--- src/rtl/dmem_arbiter_if.sv ---
// dmem_arbiter_if: CPU, EXT and memory-side bundle of the data memory arbiter.
// slave = arbiter view, master = requester/memory view.
interface dmem_arbiter_if #(
  parameter int ADDR_W = 32,
  parameter int DATA_W = 32
);

  logic              start_i;

  logic              cpu_req_i;
  logic              cpu_we_i;
  logic [ADDR_W-1:0] cpu_addr_i;
  logic [DATA_W-1:0] cpu_wdata_i;
  logic              cpu_stall_o;
  logic [DATA_W-1:0] cpu_rdata_o;
  logic              cpu_done_o;

  logic              ext_valid_i;
  logic              ext_ready_o;
  logic              ext_we_i;
  logic [ADDR_W-1:0] ext_addr_i;
  logic [DATA_W-1:0] ext_wdata_i;
  logic              ext_rvalid_o;
  logic [DATA_W-1:0] ext_rdata_o;

  logic              mem_en_o;
  logic              mem_we_o;
  logic [ADDR_W-1:0] mem_addr_o;
  logic [DATA_W-1:0] mem_wdata_o;
  logic [DATA_W-1:0] mem_rdata_i;

  modport slave (
    input  start_i,
    input  cpu_req_i, cpu_we_i, cpu_addr_i, cpu_wdata_i,
    output cpu_stall_o, cpu_rdata_o, cpu_done_o,
    input  ext_valid_i, ext_we_i, ext_addr_i, ext_wdata_i,
    output ext_ready_o, ext_rvalid_o, ext_rdata_o,
    output mem_en_o, mem_we_o, mem_addr_o, mem_wdata_o,
    input  mem_rdata_i
  );

  modport master (
    output start_i,
    output cpu_req_i, cpu_we_i, cpu_addr_i, cpu_wdata_i,
    input  cpu_stall_o, cpu_rdata_o, cpu_done_o,
    output ext_valid_i, ext_we_i, ext_addr_i, ext_wdata_i,
    input  ext_ready_o, ext_rvalid_o, ext_rdata_o,
    input  mem_en_o, mem_we_o, mem_addr_o, mem_wdata_o,
    output mem_rdata_i
  );

endinterface

--- src/rtl/dmem_arbiter.sv ---
// dmem_arbiter: shares the multi-cycle data memory between MEM stage and EXT port.
// Define DMEM_ARB_RR_EN for round-robin ties; default is CPU-first priority.
module dmem_arbiter #(
  parameter int MEM_LAT = 2,
  parameter int ADDR_W  = 32,
  parameter int DATA_W  = 32
) (
  input  logic           clk_i,
  input  logic           rst_i,
  dmem_arbiter_if.slave  bus
);

  typedef enum logic [1:0] {
    IDLE = 2'd0,
    BUSY = 2'd1,
    DONE = 2'd2
  } state_t;

  typedef enum logic {
    OWN_CPU = 1'b0,
    OWN_EXT = 1'b1
  } owner_t;

  localparam int CW = (MEM_LAT > 1) ? $clog2(MEM_LAT) : 1;
  localparam logic [CW-1:0] CNT_INIT = CW'(MEM_LAT - 1);

  state_t            state_q, state_d;
  owner_t            owner_q, owner_d;
  logic [CW-1:0]     cnt_q, cnt_d;
  logic              we_q, we_d;
  logic [ADDR_W-1:0] addr_q, addr_d;
  logic [DATA_W-1:0] wdata_q, wdata_d;
  logic [DATA_W-1:0] cpu_rdata_q, cpu_rdata_d;
  logic [DATA_W-1:0] ext_rdata_q, ext_rdata_d;

  logic grant_cpu;
  logic grant_ext;
  logic grant;

`ifdef DMEM_ARB_RR_EN
  owner_t last_q;

  // Tie goes to whichever port was not granted last.
  always_comb begin
    grant_cpu = 1'b0;
    grant_ext = 1'b0;
    if (bus.cpu_req_i && bus.ext_valid_i) begin
      grant_cpu = (last_q == OWN_EXT);
      grant_ext = (last_q == OWN_CPU);
    end else begin
      grant_cpu = bus.cpu_req_i;
      grant_ext = bus.ext_valid_i;
    end
  end

  // Remember the port of the most recent grant.
  always_ff @(posedge clk_i or negedge rst_i) begin
    if (!rst_i) begin
      last_q <= OWN_EXT;
    end else if (state_q == IDLE && bus.start_i && grant) begin
      last_q <= grant_ext ? OWN_EXT : OWN_CPU;
    end
  end
`else
  // CPU always wins; EXT only when the CPU is quiet.
  always_comb begin
    grant_cpu = bus.cpu_req_i;
    grant_ext = bus.ext_valid_i && !bus.cpu_req_i;
  end
`endif

  assign grant = grant_cpu || grant_ext;

  // Next-state, latched request and read-data capture.
  always_comb begin
    state_d     = state_q;
    owner_d     = owner_q;
    cnt_d       = cnt_q;
    we_d        = we_q;
    addr_d      = addr_q;
    wdata_d     = wdata_q;
    cpu_rdata_d = cpu_rdata_q;
    ext_rdata_d = ext_rdata_q;
    unique case (state_q)
      IDLE: begin
        if (bus.start_i && grant) begin
          state_d = BUSY;
          cnt_d   = CNT_INIT;
          if (grant_ext) begin
            owner_d = OWN_EXT;
            we_d    = bus.ext_we_i;
            addr_d  = bus.ext_addr_i;
            wdata_d = bus.ext_wdata_i;
          end else begin
            owner_d = OWN_CPU;
            we_d    = bus.cpu_we_i;
            addr_d  = bus.cpu_addr_i;
            wdata_d = bus.cpu_wdata_i;
          end
        end
      end
      BUSY: begin
        if (cnt_q == '0) begin
          state_d = DONE;
          we_d    = 1'b0;
          addr_d  = '0;
          wdata_d = '0;
          if (!we_q) begin
            if (owner_q == OWN_CPU) begin
              cpu_rdata_d = bus.mem_rdata_i;
            end else begin
              ext_rdata_d = bus.mem_rdata_i;
            end
          end
        end else begin
          cnt_d = cnt_q - 1'b1;
        end
      end
      DONE: begin
        state_d = IDLE;
      end
      default: begin
        state_d = IDLE;
      end
    endcase
  end

  // State and datapath registers; reset abandons any access.
  always_ff @(posedge clk_i or negedge rst_i) begin
    if (!rst_i) begin
      state_q     <= IDLE;
      owner_q     <= OWN_CPU;
      cnt_q       <= '0;
      we_q        <= 1'b0;
      addr_q      <= '0;
      wdata_q     <= '0;
      cpu_rdata_q <= '0;
      ext_rdata_q <= '0;
    end else begin
      state_q     <= state_d;
      owner_q     <= owner_d;
      cnt_q       <= cnt_d;
      we_q        <= we_d;
      addr_q      <= addr_d;
      wdata_q     <= wdata_d;
      cpu_rdata_q <= cpu_rdata_d;
      ext_rdata_q <= ext_rdata_d;
    end
  end

  // Handshake and memory-bus outputs; request-driven ones forced low in reset.
  always_comb begin
    bus.ext_ready_o  = rst_i && (state_q == IDLE)
                       && bus.start_i && grant_ext;
    bus.cpu_stall_o  = rst_i && bus.start_i && bus.cpu_req_i
                       && !(state_q == DONE && owner_q == OWN_CPU);
    bus.cpu_done_o   = (state_q == DONE) && (owner_q == OWN_CPU);
    bus.ext_rvalid_o = (state_q == DONE) && (owner_q == OWN_EXT);
    bus.cpu_rdata_o  = cpu_rdata_q;
    bus.ext_rdata_o  = ext_rdata_q;
    bus.mem_en_o     = (state_q == BUSY) && (cnt_q == CNT_INIT);
    bus.mem_we_o     = we_q;
    bus.mem_addr_o   = addr_q;
    bus.mem_wdata_o  = wdata_q;
  end

endmodule

--- src/flat_wrapper.sv ---
// flat-port wrapper written by rule: the top's interface ports become plain ports
module dmem_arbiter_flat 
#(
  parameter int MEM_LAT = 2,
  parameter int ADDR_W  = 32,
  parameter int DATA_W  = 32
)
  (clk_i, rst_i, bus_start_i, bus_cpu_req_i, bus_cpu_we_i, bus_cpu_addr_i, bus_cpu_wdata_i, bus_cpu_stall_o, bus_cpu_rdata_o, bus_cpu_done_o, bus_ext_valid_i, bus_ext_we_i, bus_ext_addr_i, bus_ext_wdata_i, bus_ext_ready_o, bus_ext_rvalid_o, bus_ext_rdata_o, bus_mem_en_o, bus_mem_we_o, bus_mem_addr_o, bus_mem_wdata_o, bus_mem_rdata_i);
  dmem_arbiter_if #(.ADDR_W(ADDR_W), .DATA_W(DATA_W)) bus_i ();
  input  logic clk_i;
  input  logic rst_i;
  input wire logic [$bits(bus_i.start_i)-1:0] bus_start_i;
  input wire logic [$bits(bus_i.cpu_req_i)-1:0] bus_cpu_req_i;
  input wire logic [$bits(bus_i.cpu_we_i)-1:0] bus_cpu_we_i;
  input wire logic [$bits(bus_i.cpu_addr_i)-1:0] bus_cpu_addr_i;
  input wire logic [$bits(bus_i.cpu_wdata_i)-1:0] bus_cpu_wdata_i;
  output wire logic [$bits(bus_i.cpu_stall_o)-1:0] bus_cpu_stall_o;
  output wire logic [$bits(bus_i.cpu_rdata_o)-1:0] bus_cpu_rdata_o;
  output wire logic [$bits(bus_i.cpu_done_o)-1:0] bus_cpu_done_o;
  input wire logic [$bits(bus_i.ext_valid_i)-1:0] bus_ext_valid_i;
  input wire logic [$bits(bus_i.ext_we_i)-1:0] bus_ext_we_i;
  input wire logic [$bits(bus_i.ext_addr_i)-1:0] bus_ext_addr_i;
  input wire logic [$bits(bus_i.ext_wdata_i)-1:0] bus_ext_wdata_i;
  output wire logic [$bits(bus_i.ext_ready_o)-1:0] bus_ext_ready_o;
  output wire logic [$bits(bus_i.ext_rvalid_o)-1:0] bus_ext_rvalid_o;
  output wire logic [$bits(bus_i.ext_rdata_o)-1:0] bus_ext_rdata_o;
  output wire logic [$bits(bus_i.mem_en_o)-1:0] bus_mem_en_o;
  output wire logic [$bits(bus_i.mem_we_o)-1:0] bus_mem_we_o;
  output wire logic [$bits(bus_i.mem_addr_o)-1:0] bus_mem_addr_o;
  output wire logic [$bits(bus_i.mem_wdata_o)-1:0] bus_mem_wdata_o;
  input wire logic [$bits(bus_i.mem_rdata_i)-1:0] bus_mem_rdata_i;
  assign bus_i.start_i = bus_start_i;
  assign bus_i.cpu_req_i = bus_cpu_req_i;
  assign bus_i.cpu_we_i = bus_cpu_we_i;
  assign bus_i.cpu_addr_i = bus_cpu_addr_i;
  assign bus_i.cpu_wdata_i = bus_cpu_wdata_i;
  assign bus_cpu_stall_o = bus_i.cpu_stall_o;
  assign bus_cpu_rdata_o = bus_i.cpu_rdata_o;
  assign bus_cpu_done_o = bus_i.cpu_done_o;
  assign bus_i.ext_valid_i = bus_ext_valid_i;
  assign bus_i.ext_we_i = bus_ext_we_i;
  assign bus_i.ext_addr_i = bus_ext_addr_i;
  assign bus_i.ext_wdata_i = bus_ext_wdata_i;
  assign bus_ext_ready_o = bus_i.ext_ready_o;
  assign bus_ext_rvalid_o = bus_i.ext_rvalid_o;
  assign bus_ext_rdata_o = bus_i.ext_rdata_o;
  assign bus_mem_en_o = bus_i.mem_en_o;
  assign bus_mem_we_o = bus_i.mem_we_o;
  assign bus_mem_addr_o = bus_i.mem_addr_o;
  assign bus_mem_wdata_o = bus_i.mem_wdata_o;
  assign bus_i.mem_rdata_i = bus_mem_rdata_i;
  dmem_arbiter #(.MEM_LAT(MEM_LAT), .ADDR_W(ADDR_W), .DATA_W(DATA_W)) u_core (.clk_i(clk_i), .rst_i(rst_i), .bus(bus_i));
endmodule
--- config.mk ---
export PLATFORM = sky130hd
export DESIGN_NAME = dmem_arbiter_flat
export DESIGN_NICKNAME = d
export VERILOG_FILES = /design/src/rtl/dmem_arbiter_if.sv /design/src/rtl/dmem_arbiter.sv /design/src/flat_wrapper.sv
export SDC_FILE = /design/constraint.sdc
export NUM_CORES = 1
export LEC_CHECK = 0
export BUFFER_PORTS_ARGS = -buffer_cell sky130_fd_sc_hd__buf_4
export CAP_MARGIN = 20
export CORE_UTILIZATION = 45
export DETAILED_ROUTE_END_ITERATION = 12
export PLACE_DENSITY = 0.79
export REMOVE_ABC_BUFFERS = 1
export SYNTH_ARGS = -nofsm -noshare
export SYNTH_HDL_FRONTEND = slang
export SYNTH_SLANG_ARGS = --single-unit
export TNS_END_PERCENT = 20
--- constraint.sdc ---
create_clock -name clk_i -period 3.5 [get_ports clk_i]
set_clock_uncertainty 0.1 [all_clocks]
set_input_delay 0.175 -clock clk_i [delete_from_list [all_inputs] [get_ports clk_i]]
set_output_delay 0.175 -clock clk_i [all_outputs]
set_load 0.005 [all_outputs]
---- After elaboration in Yosys (flattened, before gate mapping) ----
Index checks and enable logic that the tools add are counted.
cells by class
  add/sub/neg operators ................... 1
  equality and inequality tests ........... 4
  multiplexer cells ....................... 18
  bitwise logic cells ..................... 3
  reductions and logical operators ........ 22
operators by type and width
  kind                   count
  $mux W32               5
  $pmux W32 S2           2
  $logic_and A1 B1 Y1    11
  $reduce_and A4 Y1      2
  $mux W1                6
  $reduce_and A2 Y1      3
  $mux W2                2
  $pmux W1 S2            2
  $pmux W2 S2            1
  $not A1 Y1             3
  $reduce_and A3 Y1      1
  $eq A2 B1 Y1 const B   1
  $eq A2 B2 Y1 const B   1
  $logic_not A1 Y1       2
  $logic_not A2 Y1       1
  $ne A2 B1 Y1 const B   1
  $ne A2 B2 Y1 const B   1
  $reduce_bool A2 Y1     1
  $logic_or A1 B1 Y1     1
  $sub A1 B1 Y1 const B  1
storage, ports and cells
  register bits ........................... 133
  input port bits ......................... 167
  word-level logic and storage cells ...... 56

---- Longest topological paths before layout ----
Gate-level depths: netlist of the first run.
  word-level depth ........................ 6
  depth in mapped cells ................... 6
  depth with buffers taken out ............ 4

---- Least setup slack after synthesis of the first run ----
OpenSTA, ideal clock, no wires.
  kind .................................... flip-flop to flip-flop
  start point ............................. register u_core.state_q[1]
  end point ............................... register u_core.cpu_rdata_q[0] (netlist: u_core.bus.cpu_rdata_o[0])
  arrival time ............................ 1.542 ns
  path slack .............................. 1.733 ns
  stages on the path, launching flop included .. 5
  buffers on the path ..................... 1
  path through ............................ dfrtp_1 > or3b_4 > nor3_4 > buf_4 > mux2_2
on the way
  longest elaborated chain between the ends .. 2
RTL lines
  item                         RTL line             RTL
  from (decl)                  dmem_arbiter.sv:27   state_t state_q, state_d;
  from (signal assigned)       dmem_arbiter.sv:140  state_q <= state_d;
  $eq A2 B1 Y1                 dmem_arbiter.sv:84   unique case (state_q)
  $reduce_and A4 Y1 (no line)  -
  to (signal assigned)         dmem_arbiter.sv:146  cpu_rdata_q <= cpu_rdata_d;
  to (decl)                    dmem_arbiter.sv:33   logic [DATA_W-1:0] cpu_rdata_q, cpu_rdata_d;
Every way passes these cells.
A chain may end at the register's enable or synchronous reset.

---- Worst setup path after layout of the first run ----
  start point ............................. register u_core.state_q[1]
  end point ............................... register u_core.ext_rdata_q[29] (netlist: u_core.bus.ext_rdata_o[29])
on the way
  longest elaborated chain between the ends .. 2
RTL lines
  item                         RTL line             RTL
  $eq A2 B1 Y1                 dmem_arbiter.sv:84
  $reduce_and A4 Y1 (no line)  -
  to (signal assigned)         dmem_arbiter.sv:147  ext_rdata_q <= ext_rdata_d;
  to (decl)                    dmem_arbiter.sv:34   logic [DATA_W-1:0] ext_rdata_q, ext_rdata_d;
Every way passes these cells.

==> flow_summary.yaml, run 1 <==
die:
  io-pin-count: 301
  fp-row-count: 41
  die_height_um: 117.6
  die_w_um: 117.6
  dieArea_um2: 13820
  core_area_um2: 12820
  start_util_pct: 46.87
clocking:
  clk_path_buf_depth: 2
  numClockSinks: 133
  cts_tree: "done"
  numCtsBuffers: 17
  ctsResizeCount: 0
  htreeDepth: 4
  clk-insertion-delay-late_ns: 0.42
  clkTransAtPathRegs_ns: 0.06
  root_buffer: "clkbuf_16"
synth:
  yosysMostFrequentCell: "dfrtp_1"
  synth_area_leaders: "dfrtp_1 55%, mux2i_1 22%, mux2_4 7.5%"
  synth_area_um2: 6011
  yosysSeqAreaShare_pct: 55.37
  netlist-cell-type-count: 26
  yosys_warnings: 0
  ys_seq_elements: 133
  synthArstFlopShare_pct: 100.0
  synthFlopType: "dfrtp_1"
  synth_edf_count: 0
  yosysTopAreaCell: "dfrtp_1"
  yosysTopAreaCellShare_pct: 55.37
  syn_avg_cell_area_um2: 13.66
  synth_common_cells: "133 x dfrtp_1, 130 x mux2i_1, 65 x nand2_1, 33 x mux2_2, 30 x mux2_4"
  synthCells: 440
power_and_ir_drop:
  p_leak_nw: 5.152
  clockPowerShare_pct: 23.7
  combPwrFrac_pct: 40.9
  netSwitchingFraction_pct: 31.50
  power.switching_mw: 2.503
  p_int_mw: 5.443
  seqPwrFrac_pct: 35.5
  ir_drop_uv: 553.8
  cellPowerDensity_nw_per_um2: 762.7
  power_mw: 7.945
global_route:
  grt_pass1_vias: 5942
  grt_max_degree: 84
  grt_pass1_wl_um: 32150
  antenna_found_initial: 0
  busiest_layer: "met2"
  grtUsageMet2_pct: 53.74
  overflow: 0
  grtUsageMet3_pct: 8.866
  grt_usage_pct: 30.40
  grt.met1_usage_pct: 32.46
placed_design:
  dp_hpwl_um: 12270
  globalplace.congestion: 0.8187
  port_buffers: 300
detailed_routing:
  drt-initial-drc-count: 194
  first_pass_iters: 4
  postRouteAntennaNets: 0
  drcViolationCount: 0
  via_count: 5331
  wl_per_cell_um: 19.22
  viasPerCell: 5.034
  routed_wirelength_um: 20350
worst_setup_path:
  critPathTopFamily: "simple AND/OR/NAND/NOR gates"
  cp_num_buf_inv: 1
  path_max_fanout: 67
  critPathRequiredTime_ns: 3.70
  cpPeakStageDelay_ns: 0.70
  crit_slowest_cell: "or3b_4"
  worstPathCellList: "or3b_4 -> inv_2 -> nand3b_4 -> mux2_4"
  arrival_ns: 2.76
  crit_path_end_kind: "flop"
  worst-setup-path-type: "reg2reg"
  cp-start-kind: "flop"
timing:
  slew_viol_final: 0
  setup_viol: 0
  relSlewSlack_pct: 44.57
  maxClockFrequency_ghz: 0.3903
  hold_viol: 1
  final.setup.tns_ns: 0
  worst_slew_pin_slew_ns: 0.8315
  whs_ns: -0.01779
  post-route-period-util_pct: 73.21
  min_period_ns: 2.562
  rsz0062_at_grt: "false"
status:
  outcome: "finished with violations"
  violations: "negative hold slack"
cells_and_area:
  drive_gt1_share_pct: 45.89
  layout.nets: 1041
  area_delta_synth_final_pct: 73.31
  fin_util_pct: 81.23
  diodes: 0
min_path:
  hold_path_class: "in2reg"
flow_run:
  drv_cap: 0
-- power groups by stage --
stage / logic [mW] / clock network, mW / registers [mW]
floorplan: 1.41 / 0 / 2.78
global placement: 2.94 / 0 / 2.75
detailed placement: 3.06 / 0 / 2.78
CTS: 3.20 / 1.88 / 2.78
global route: 3.48 / 1.97 / 2.89
finish: 3.25 / 1.88 / 2.82
-- worst reg2reg max path, stage by stage (launching register included) --
cell and delay [ns]:
dfrtp_1 0.43, or3b_4 0.70, inv_2 0.20, nand3b_4 0.50, mux2_4 0.53
-- final timing paths --
| kind | startpoint | end | slack (ns) | depth (start not counted) |
|---|---|---|---|---|
| setup / recovery | u_core.state_q[1]$_DFFE_PN0P_ | u_core.bus.ext_rdata_o[29]$_DFFE_PN0P_ | 0.94 | 4 |
| hold / removal | bus_ext_addr_i[9] | u_core.bus.mem_addr_o[9]$_DFFE_PN0P_ | -0.02 | 3 |
| hold reg to reg | u_core.bus.cpu_rdata_o[3]$_DFFE_PN0P_ | u_core.bus.cpu_rdata_o[3]$_DFFE_PN0P_ | 0.40 | 1 |
| min in group asynchronous | rst_i | u_core.bus.cpu_rdata_o[16]$_DFFE_PN0P_ | 0.27 | 2 |
| setup reg to reg | u_core.state_q[1]$_DFFE_PN0P_ | u_core.bus.ext_rdata_o[29]$_DFFE_PN0P_ | 0.94 | 4 |
| max in group asynchronous | rst_i | u_core.bus.ext_rdata_o[3]$_DFFE_PN0P_ | 1.82 | 3 |
-- cell families after synthesis --
kind of cell / synth area share [%]
flip-flops: 55.37
AND/OR/NAND/NOR: 6.016
multiplexers: 35.70
buffers and inverters: 2.789
AO/OA/AOI/OAI: 0.1249
-- registers in the layout (all words and copies together), names as in the netlist --
name and cells:
u_core.bus.mem_addr_o 32, u_core.cnt_q 1, u_core.bus.ext_rdata_o 32, u_core.bus.mem_wdata_o 32
u_core.owner_q 1, u_core.bus.mem_we_o 1, u_core.state_q 2, u_core.bus.cpu_rdata_o 32
-- area by class of cell --
| cell class | instances | area [um^2] |
|---|---|---|
| multi-input combinational | 276 | 2529 |
| timing repair buffer | 444 | 3710 |
| clock buffer | 21 | 480.5 |
| fill | 665 | 2407 |
| clock inverter | 11 | 147.6 |
| sequential | 133 | 3328 |
| inverter | 2 | 7.507 |
| tap | 172 | 215.2 |
-- through the flow --
stage	worst slack (ns)	instance area, um^2	hold slack, ns	std cells
6_report	0.9378	10420	-0.01779	1059
5_1_grt	0.8247	10420	0.002425	1059
4_1_cts	0.9221	10420	0.0004682	1059
3_5_place_dp	0.9388	8398	0.1566	888
3_3_place_gp	0.9945	8398	0.1501	888
2_1_floorplan	-8.146	5851	-0.2206	411
-- layout by cell type (no fill, tap or decap), drive strengths merged --
cell type,instances
nor4b,1
nand3b,1
mux2,65
nand2,65
nor3b,1
nand3,2
clkinv,3
and3b,1
mux2i,130
nor2b,1
nor2,3
a21o,1
bufinv,3
nor3,2
or3b,1
or2,1
inv,3
clkbuf,21
nand2b,1
buf,305
dfrtp,133
dlygate4sd3,139
clkinvlp,4
-- what timing repair did --
item	4_1_cts	5_1_grt
endpoints found under the hold margin	200	0
setup buffers	0	0
hold buffers	139	0
-- routing by layer --
layer	vias to the layer above	part of all wire [%]	wire length, um
met4	0	4.7	965
met3	66	7.7	1573
met1	2604	36	7394
li1	2398	-	-
met5	-	0	0
met2	263	51	10420
(Power assumes the default switching activity.)
==> run 2, diff against run 1 <==
--- a/config.mk
+++ b/config.mk
@@ -7,9 +7,9 @@
 export LEC_CHECK = 0
 export BUFFER_PORTS_ARGS = -buffer_cell sky130_fd_sc_hd__buf_4
 export CAP_MARGIN = 20
-export CORE_UTILIZATION = 45
+export CORE_UTILIZATION = 42
 export DETAILED_ROUTE_END_ITERATION = 12
-export PLACE_DENSITY = 0.79
+export PLACE_DENSITY = 0.77
 export REMOVE_ABC_BUFFERS = 1
 export SYNTH_ARGS = -nofsm -noshare
 export SYNTH_HDL_FRONTEND = slang
==> constraint.sdc (replaced) <==
create_clock -name clk_i -period 2.3 [get_ports clk_i]
set_clock_uncertainty 0.1 [all_clocks]
set_input_delay 0.115 -clock clk_i [delete_from_list [all_inputs] [get_ports clk_i]]
set_output_delay 0.115 -clock clk_i [all_outputs]
set_load 0.005 [all_outputs]
==> flow_summary.yaml, run 2 (same netlist as run 1, synthesis figures left out) <==
timing:
  setup_viol: 0
  maxClockFrequency_ghz: 0.4938
  hold_viol: 0
  worst_slew_pin_slew_ns: 0.6718
  whs_ns: 0.08223
  post-route-period-util_pct: 88.05
  min_period_ns: 2.025
  slew_viol_final: 0
  rsz0062_at_grt: "false"
  relSlewSlack_pct: 55.21
clocking:
  clk-insertion-delay-late_ns: 0.42
  numCtsBuffers: 17
  cts_tree: "done"
  cts_setup_buffers: 0
  numClockSinks: 133
  clkTransAtPathRegs_ns: 0.06
  clk_path_buf_depth: 2
  htreeDepth: 4
  root_buffer: "clkbuf_16"
global_route:
  antenna_found_initial: 0
  overflow: 0
  grt_max_degree: 73
  grt_pass1_vias: 5898
  grt_usage_pct: 27.97
  grt_pass1_wl_um: 31040
cells_and_area:
  area_delta_synth_final_pct: 77.27
  diodes: 0
  stdcell_area_um2: 10660
  layout_common_cells: "304 x buf_4, 164 x dlygate4sd3_1, 133 x dfrtp_1, 130 x mux2i_1, 65 x nand2_1"
  layout_commonest_cell: "buf_4"
  fillers: 821
  layout.nets: 1070
  drive_gt1_share_pct: 44.70
  final_cells: 1095
worst_setup_path:
  r2r_start: "u_core.state_q[0]$_DFFE_PN0P_"
  worst-setup-path-type: "reg2reg"
  arrival_ns: 2.22
  path_max_fanout: 32
  cp-start-kind: "flop"
  worstSetupStartpoint: "u_core.state_q[0]$_DFFE_PN0P_"
  critPathRequiredTime_ns: 2.50
  crit_path_end_kind: "flop"
placed_design:
  placed_cell_area_um2: 8463
  dp_hpwl_um: 11970
  globalplace.congestion: 0.7879
  dp_cells: 900
  port_buffers: 300
detailed_routing:
  dr.max_layer_used: "met4"
  via_count: 5387
  dr_wl_met3_um: 1694
  viasPerCell: 4.920
  drt-initial-drc-count: 284
  wl_per_cell_um: 18.56
  postRouteAntennaNets: 0
  first_pass_iters: 4
  drcViolationCount: 0
  routed_wirelength_um: 20330
  wl_met2_um: 10240
  wl_met1_um: 7798
die:
  die_height_um: 121.6
  fp-row-count: 43
  dieArea_um2: 14790
  start_util_pct: 43.14
  io-pin-count: 301
  die_w_um: 121.6
  core_area_um2: 13930
min_path:
  hold_path_class: "in2reg"
  min-delay-start: "bus_cpu_req_i"
power_and_ir_drop:
  clockPowerShare_pct: 21.4
  seqPwrFrac_pct: 36.4
  power_mw: 11.77
  combPwrFrac_pct: 42.2
  netSwitchingFraction_pct: 31.79
  ir_drop_uv: 753.7
  power.switching_mw: 3.743
  p_int_mw: 8.029
  p_leak_nw: 5.250
  cellPowerDensity_nw_per_um2: 1105
flow_run:
  drv_cap: 0
status:
  outcome: "complete, no violations"
==> run 2: cell types whose count changed in the layout (fill, tap and decap cells not counted), moves of 2 or more <==
cell | previous run | this run
clkinv_4 | 1 | 3
clkinv_2 | 2 | 4
buf_12 | 2 | 4
bufinv_16 | 3 | 1
buf_4 | 302 | 304
dlygate4sd3_1 | 139 | 164
clkbuf_8 | 4 | 1
==> run 2: area by class of cell <==
cell class / instances / area [um^2] / share of cell area, %
Inverter: 2 / 7.507 / 0.07046
Multi-Input combinational cell: 276 / 2529 / 23.73
Timing Repair Buffer: 473 / 4015 / 37.68
Clock buffer: 19 / 442.9 / 4.157
Sequential cell: 133 / 3328 / 31.24
Clock inverter: 12 / 107.6 / 1.010
Tap cell: 180 / 225.2 / 2.114
==> run 2: per-stage QoR <==
stage	setup TNS [ns]	utilization, %	worst slack (ns)
6_report	0	76.47	0.2748
5_1_grt	0	76.47	0.1933
4_1_cts	0	76.47	0.2948
3_5_place_dp	0	60.73	0.2989
3_3_place_gp	0	60.73	0.3576
2_1_floorplan	-615.41	-	-9.346
==> run 2: worst max-delay path, cell delays in order (launching register included) <==
cell and delay [ns]:
dfrtp_1 0.44, or3b_4 0.31, inv_2 0.06, nand3b_4 0.06
buf_4 0.48, mux2_2 0.41
==> run 2: metal layers <==
layer	up-vias	track usage [%]
met5	-	0
met4	0	12.89
met3	44	8.006
met2	266	48.65
met1	2631	31.65
li1	2446	-
==> run 2: path summary, 6_finish.rpt <==
| path | to | slack [ns] | cells after the start |
|---|---|---|---|
| max in group asynchronous | u_core.bus.mem_we_o$_DFFE_PN0P_ | 1.08 | 3 |
| min in group asynchronous | u_core.bus.ext_rdata_o[21]$_DFFE_PN0P_ | 0.28 | 3 |
| hold reg to reg | u_core.bus.cpu_rdata_o[3]$_DFFE_PN0P_ | 0.39 | 1 |
| setup / recovery | u_core.bus.ext_rdata_o[0]$_DFFE_PN0P_ | 0.27 | 5 |
| setup reg to reg | u_core.bus.ext_rdata_o[0]$_DFFE_PN0P_ | 0.27 | 5 |
| hold / removal | u_core.owner_q$_DFFE_PN0P_ | 0.08 | 3 |
==> run 2: timing repair <==
action | 4_1_cts | 5_1_grt
resized for setup | 0 | 0
hold buffers | 164 | 0
endpoints found under the hold margin | 262 | 0
==> run 2: power groups by stage <==
stage	clock network (mW)	registers [mW]	logic [mW]
after detailed placement	0	4.22	4.64
after global routing	2.66	4.40	5.33
after global placement	0	4.18	4.51
final	2.52	4.28	4.97
after floorplan	0	4.21	1.94
after CTS	2.56	4.22	4.89
